### config.mk
export PLATFORM = sky130hd
export DESIGN_NAME = instr_queue
export DESIGN_NICKNAME = d
export VERILOG_FILES = /design/src/rtl/instr_pkg.sv /design/src/rtl/instr_fields.sv /design/src/rtl/instr_queue.sv
export SDC_FILE = /design/constraint.sdc
export NUM_CORES = 1
export LEC_CHECK = 0
export CAP_MARGIN = 20
export CORE_ASPECT_RATIO = 1.75
export CORE_MARGIN = 1
export CORE_UTILIZATION = 35
export CTS_BUF_LIST = sky130_fd_sc_hd__clkbuf_16
export CTS_CLUSTER_SIZE = 30
export DETAILED_ROUTE_END_ITERATION = 10
export GPL_TIMING_DRIVEN = 0
export PLACE_DENSITY = 0.62
export SYNTH_ARGS = -nofsm -noshare
export SYNTH_HDL_FRONTEND = slang
export SYNTH_SLANG_ARGS = --single-unit
### constraint.sdc
create_clock -name clk -period 8.6 [get_ports clk]
set_input_delay 0.86 -clock clk [delete_from_list [all_inputs] [get_ports clk]]
set_output_delay 0.86 -clock clk [all_outputs]
set_load 0.01 [all_outputs]
### src/rtl/instr_pkg.sv
// Shared instruction-word definitions for the fetch/decode boundary.
// Field positions follow the fixed 32-bit encoding.
package instr_pkg;

  localparam int INSTR_W  = 32;
  localparam int PC_WIDTH = 64;

  localparam int OPC_MSB = 31;
  localparam int OPC_LSB = 26;
  localparam int RS_MSB  = 25;
  localparam int RS_LSB  = 21;
  localparam int RT_MSB  = 20;
  localparam int RT_LSB  = 16;
  localparam int IMM_MSB = 15;
  localparam int IMM_LSB = 0;

  typedef logic [INSTR_W-1:0] instr_t;

  typedef struct packed {
    instr_t              instr;
    logic [PC_WIDTH-1:0] pc;
  } iq_entry_t;

endpackage

### src/rtl/instr_fields.sv
// Combinational slicer from an instruction word to its decode fields.
// No sign extension here; decode owns that.
module instr_fields
  import instr_pkg::*;
(
  input  instr_t      instr,
  output logic [5:0]  opcode,
  output logic [4:0]  rs,
  output logic [4:0]  rt,
  output logic [15:0] imm
);

  assign opcode = instr[OPC_MSB:OPC_LSB];
  assign rs     = instr[RS_MSB:RS_LSB];
  assign rt     = instr[RT_MSB:RT_LSB];
  assign imm    = instr[IMM_MSB:IMM_LSB];

endmodule

### src/rtl/instr_queue.sv
// Show-ahead instruction FIFO between fetch and decode, each entry tagged
// with its fetch PC. Flush empties the queue and drops that cycle's traffic.
module instr_queue
  import instr_pkg::*;
#(
  parameter int DEPTH       = 4,
  parameter int PC_WIDTH    = 64,
  parameter int INSTR_WIDTH = 32
) (
  input  logic                       clk,
  input  logic                       reset,
  input  logic                       flush,
  input  logic                       in_valid,
  output logic                       in_ready,
  input  logic [INSTR_WIDTH-1:0]     in_instr,
  input  logic [PC_WIDTH-1:0]        in_pc,
  output logic                       out_valid,
  input  logic                       out_ready,
  output logic [INSTR_WIDTH-1:0]     out_instr,
  output logic [PC_WIDTH-1:0]        out_pc,
  output logic [5:0]                 out_opcode,
  output logic [4:0]                 out_rs,
  output logic [4:0]                 out_rt,
  output logic [15:0]                out_imm,
  output logic [$clog2(DEPTH):0]     count
);

  localparam int AW = $clog2(DEPTH);
  localparam int CW = AW + 1;

  typedef struct packed {
    logic [INSTR_WIDTH-1:0] instr;
    logic [PC_WIDTH-1:0]    pc;
  } entry_t;

  entry_t          mem [DEPTH];
  logic [AW-1:0]   rd_ptr;
  logic [AW-1:0]   wr_ptr;
  logic            push;
  logic            pop;
  entry_t          head;

  // Handshake: a transfer happens on an edge where valid and ready are both
  // high and flush is low; in_ready never looks at out_ready, so a full queue
  // refuses pushes even while it is being popped.
  assign in_ready  = (count != CW'(DEPTH));
  assign out_valid = (count != '0);
  assign push      = in_valid & in_ready & ~flush;
  assign pop       = out_valid & out_ready & ~flush;

  always_ff @(posedge clk) begin
    if (reset || flush) begin
      rd_ptr <= '0;
      wr_ptr <= '0;
      count  <= '0;
    end else begin
      if (push) wr_ptr <= wr_ptr + 1'b1;
      if (pop)  rd_ptr <= rd_ptr + 1'b1;
      case ({push, pop})
        2'b10:   count <= count + 1'b1;
        2'b01:   count <= count - 1'b1;
        default: count <= count;
      endcase
    end
  end

  // Storage is not reset; count decides which slots are meaningful.
  always_ff @(posedge clk) begin
    if (!reset && push) begin
      mem[wr_ptr] <= '{instr: in_instr, pc: in_pc};
    end
  end

  assign head      = out_valid ? mem[rd_ptr] : '0;
  assign out_instr = head.instr;
  assign out_pc    = head.pc;

  instr_fields u_fields (
    .instr  (out_instr),
    .opcode (out_opcode),
    .rs     (out_rs),
    .rt     (out_rt),
    .imm    (out_imm)
  );

endmodule

# --- Yosys cells after proc, flatten, opt, wreduce, memory -nomap -nowiden ---
# Memories as Yosys holds them, arrays and structs flattened. A register that Yosys moved wholly into a read port is not among the register bits.
# Cells that the tools add are included.
classes:
  eq_ne: 3
  addsub: 4
  n_mux: 6
  reduce_logical: 5
  bitwise_logic: 5
op_table:
  columns: ["operator", "n"]
  rows:
  - ["two-way mux 96 bit", 1]
  - ["case mux 3 bit (2 select lines)", 1]
  - ["adder 2 x 1 -> 2 bit (second input constant)", 2]
  - ["bitwise AND 1 bit", 4]
  - ["two-way mux 2 bit", 2]
  - ["adder 3 x 1 -> 3 bit (second input constant)", 1]
  - ["!= test 3 bit (second input constant)", 1]
  - ["nonzero test 3 bit", 1]
  - ["subtractor 3 x 1 -> 3 bit (second input constant)", 1]
  - ["equality test 2 x 1 -> 1 bit (second input constant)", 1]
  - ["equality test 2 bit (second input constant)", 1]
  - ["two-way mux 1 bit", 2]
  - ["nonzero test 2 bit", 1]
  - ["logical AND 1 bit", 1]
  - ["logical NOT 1 bit", 1]
  - ["logical OR 1 bit", 1]
  - ["inverter 1 bit", 1]
totals:
  ramBits: 384
  ff_bits: 7
  mem_count: 1
  elab_cells: 27
memory_table:
  columns: ["name", "words", "width", "read_ports", "rd_ports_with_merged_regs", "wr", "line", "rtl"]
  rows:
  - ["mem", 4, 96, 1, 1, 1, "instr_queue.sv:36", "entry_t mem [DEPTH];"]

# --- Logic depth before layout (Yosys ltp) ---
logic_depth:
  ltp_word: 6
  ltp_mapped: 8
  mapped_depth_nobuf: 8

# --- Hierarchy ---
# A second synthesis with hierarchy kept.
hier_totals:
  cells_unflattened: 694
  area_unflattened_um2: 15212.1
modules_own_cells:
  columns: ["mod", "area_per_inst_um2", "instances", "cells_per_inst"]
  rows:
  - ["instr_queue", 14971.9, 1, 662]
  - ["instr_fields", 240.2, 1, 32]

# --- Worst setup path before layout ---
# OpenSTA, ideal clock, no wires.
synth_path:
  kind: "input to register"
  startpoint: "input flush"
  endpoint: "memory mem[1][0] (netlist bit) (enable)"
  slack_ns: -0.277
  stages: 2
  n_path_buf: 0
  required_ns: 7.912
  arrival_time_ns: 8.189
  path_cell_list: "nand3b_2 nor3b_1"
synth_between:
  elab_chain_cells: 5
synth_lines:
  columns: ["item", "line", "rtl"]
  rows:
  - ["start, declared", "instr_queue.sv:12", "input logic flush,"]
  - ["inverter 1 bit", "instr_queue.sv:48", "assign push = in_valid & in_ready & ~flush;"]
  - ["bitwise AND 1 bit", "instr_queue.sv:48", null]
  - ["logical AND 1 bit", "instr_queue.sv:69", "if (!reset && push) begin"]
  - ["two-way mux 1 bit", "instr_queue.sv:69", null]
  - ["two-way mux 1 bit (implied by the code)", "instr_queue.sv:70", "mem[wr_ptr] <= '{instr: in_instr, pc: in_pc};"]
  - ["end, declared", "instr_queue.sv:36", null]
# Every way passes these cells.

# --- Worst setup path after layout ---
layout_path:
  startpoint: "register count[0]"
  endpoint: "output out_rs[0]"
layout_between:
  elab_chain_cells: 2
layout_lines:
  columns: ["item", "line", "rtl"]
  rows:
  - ["start, declared", "instr_queue.sv:25", "output logic [$clog2(DEPTH):0] count"]
  - ["start signal, assigned", "instr_queue.sv:60", "2'b10: count <= count + 1'b1;"]
  - ["start signal, assigned", "instr_queue.sv:61", "2'b01: count <= count - 1'b1;"]
  - ["start signal, assigned", "instr_queue.sv:62", "default: count <= count;"]
  - ["nonzero test 3 bit", "instr_queue.sv:47", "assign out_valid = (count != '0);"]
  - ["two-way mux 96 bit", "instr_queue.sv:74", "assign head = out_valid ? mem[rd_ptr] : '0;"]
  - ["end, declared", "instr_queue.sv:22", "output logic [4:0] out_rs,"]
# Every way passes these cells.

==> results.toml <==
[status]
status = "finished, final reports clean"

[clocking]
htree_levels = 2
cts_setup_buffers = 0
cts.clk_slew.worst_paths_ps = 60
clock_latency_ps = 520
cts_buffer_depth = 3
root_buffer = "clkbuf_16"
numCtsBuffers = 37
cts_sinks = 393
hold_buffers = 0
cts_tree = "yes"
ctsResizeCount = 0

[power]
sequentialPowerShare_pct = 55.5
leakagePower_uw = 0.00644
power_frac_comb_pct = 4.9
swShare_pct = 19.6
p_int_uw = 3080
p_sw_uw = 748
clockPowerShare_pct = 39.6
peakVddDrop_mv = 0.142
powerDensity_nw_per_um2 = 192

[logic_synthesis]
ys_top_cells_by_area = "edfxtp_1 76%, mux4_2 14%, and2_1 3.9%"
ys_top_cells_by_count = "384 x edfxtp_1, 96 x and2_1, 96 x mux4_2"
synth.avg_cell_area_um2 = 21.9
async_flop_share_pct = 0
yosys_warnings = 0
ys_seq_area_share_pct = 77.0
synth_area_um2 = 15200
synthDistinctLibCells = 26
synth_edf_count = 384
synth_cells = 694
synth_most_common_cell = "edfxtp_1"
synth_seq_cells = 393
synth-main-ff-cell = "edfxtp_1"
synth_nets = 801
synth_top_area_share_pct = 75.8
synth_top_cell_by_area = "edfxtp_1"

[final_layout]
area_growth_pct = 30.9
fin_util_pct = 46.7
finalNonFillerCells = 1601
nets = 1119
drive_gt1_share_pct = 23.6

[grt]
antenna_found_initial = 3
grt_max_degree = 15
grt_pass1_wl_mm = 49.0
globalRouteOverflowTotal = 0
grt_pass1_vias = 8164
grtUsageTotal_pct = 14.9

[floorplan]
die_y_um = 278
chipWidth_um = 160
start_util_pct = 35.7
core-area_um2 = 42700
die-area_um2 = 44300
rows = 100
pin_count = 234

[sta]
fin_setup_tns_ps = 0
fin_ws_ps = 4470
rsz0062_at_grt = "false"
setup_viol = 0
fin_crit_ps = 4130
tightest_slew_ps = 1000
fin_skew_ps = 12.5
slew_headroom_pct = 33.0
drv_slew = 0
finalHoldViolations = 0
period_share_pct = 48.1
fmax_ghz = 0.242

[route]
wl_mm = 32.6
drcViolationCount = 0
vias = 7527
drt_iter0_markers = 272
avgRoutedWirePerCell_um = 20.3
first_pass_iters = 4
via_per_inst = 4.70
antenna_left = 0

[place]
place.gp.congestion = 0.695
dp.cells = 1534
port-buffer-count = 233
post-place-ws_ps = 4780
hpwl_mm = 23.4

[critical_path]
critPathArrivalTime_ps = 3270
endpoint_kind = "primary output"
cp-start-kind = "flip-flop"
crit_type = "reg -> out"
critPathRequiredTime_ps = 7740
worstPathMaxFanout = 10

[worst_hold_path]
hold_path_class = "reg -> reg"

[job]
drv_cap = 0
[through the flow]
step / hold WS, ps / power, µW / cell area, µm²
6_report: 507 / 3820 / 19900
5_1_grt: 547 / 3950 / 19900
4_1_cts: 516 / 3880 / 19900
3_5_place_dp: 507 / 2350 / 18800
3_3_place_gp: 486 / 2350 / 18200
2_1_floorplan: 471 / 2230 / 15200
[logic make-up (layout without fill, tap and decap cells)]
| logic type | Yosys count | in the layout | share of synthesized area [%] |
|---|---|---|---|
| xor gates and xnor gates | 4 | 4 | 0.230 |
| AOI/OAI and AO/OA | 5 | 5 | 0.206 |
| adders and majority gates | 6 | 6 | 0.543 |
| and+or+nand+nor | 117 | 117 | 4.70 |
| other | 0 | 1 | 0 |
| DFF | 393 | 393 | 77.0 |
| muxes | 98 | 98 | 14.3 |
| buffers and inverters | 71 | 416 | 2.99 |
[power by group through the flow]
stage / clock [µW] / sequential, µW / combinational [µW]
3_5_place_dp: 0 / 2160 / 190
6_report: 1510 / 2120 / 187
4_1_cts: 1570 / 2120 / 191
3_3_place_gp: 0 / 2170 / 180
2_1_floorplan: 0 / 2170 / 64.1
5_1_grt: 1630 / 2120 / 201
[worst max-delay path, cell delays in order, from the launching register on]
cell             delay, ps
dfxtp_1                450
or3_1                  150
clkbuf_1               440
clkbuf_2               370
clkbuf_1               420
and2_1                 270
buf_4                  130
clkdlybuf4s50_1        520
[worst paths after layout]
path,start,end,slack (ps),cells after the start
max,count[0],out_rs[0],4470,7
min,wr_ptr[1],wr_ptr[1],510,2
max reg2reg,count[0],mem[3][72],5760,8
min reg2reg,wr_ptr[1],wr_ptr[1],510,2
[layer usage]
layer  up-vias  track usage (%)  wire length, µm
met5         -                0               23
met4         4             4.88              687
met3        43             2.93             1440
met2       172             29.9            19000
met1      3905             14.9            11400
li1       3403                -                -
[layout by cell type (no fill, tap or decap), drive strengths merged]
| cell type | n |
|---|---|
| or2 | 1 |
| inv | 19 |
| or3 | 2 |
| o31ai | 1 |
| edfxtp | 384 |
| xor2 | 4 |
| clkbuf | 56 |
| clkinv | 10 |
| clkinvlp | 2 |
| nand3b | 1 |
| buf | 95 |
| a21oi | 2 |
| ha | 5 |
| diode | 1 |
| nand2 | 4 |
| nor2 | 8 |
| fa | 1 |
| nor3b | 4 |
| o311ai | 1 |
| bufinv | 1 |
| and2 | 96 |
| mux2i | 2 |
| o21ai | 1 |
| clkdlybuf4s50 | 233 |
| or3b | 1 |
| dfxtp | 9 |
| mux4 | 96 |
[layout make-up]
class / count / area [µm²]
multi-input cells: 230 / 3070
clock inverters: 27 / 148
diodes: 1 / 2.50
repair buffers: 279 / 2850
inverters: 5 / 18.8
well taps: 561 / 702
flip-flops and latches: 393 / 11700
fillers: 3603 / 22800
clock buffers: 39 / 976
plain buffers: 66 / 437
[state kept, by name (all words and copies together), names as in the netlist, named ones only]
register,count
mem,384
count,3
rd_ptr,2
wr_ptr,2
No activity file was read; power rests on OpenSTA's default activity.
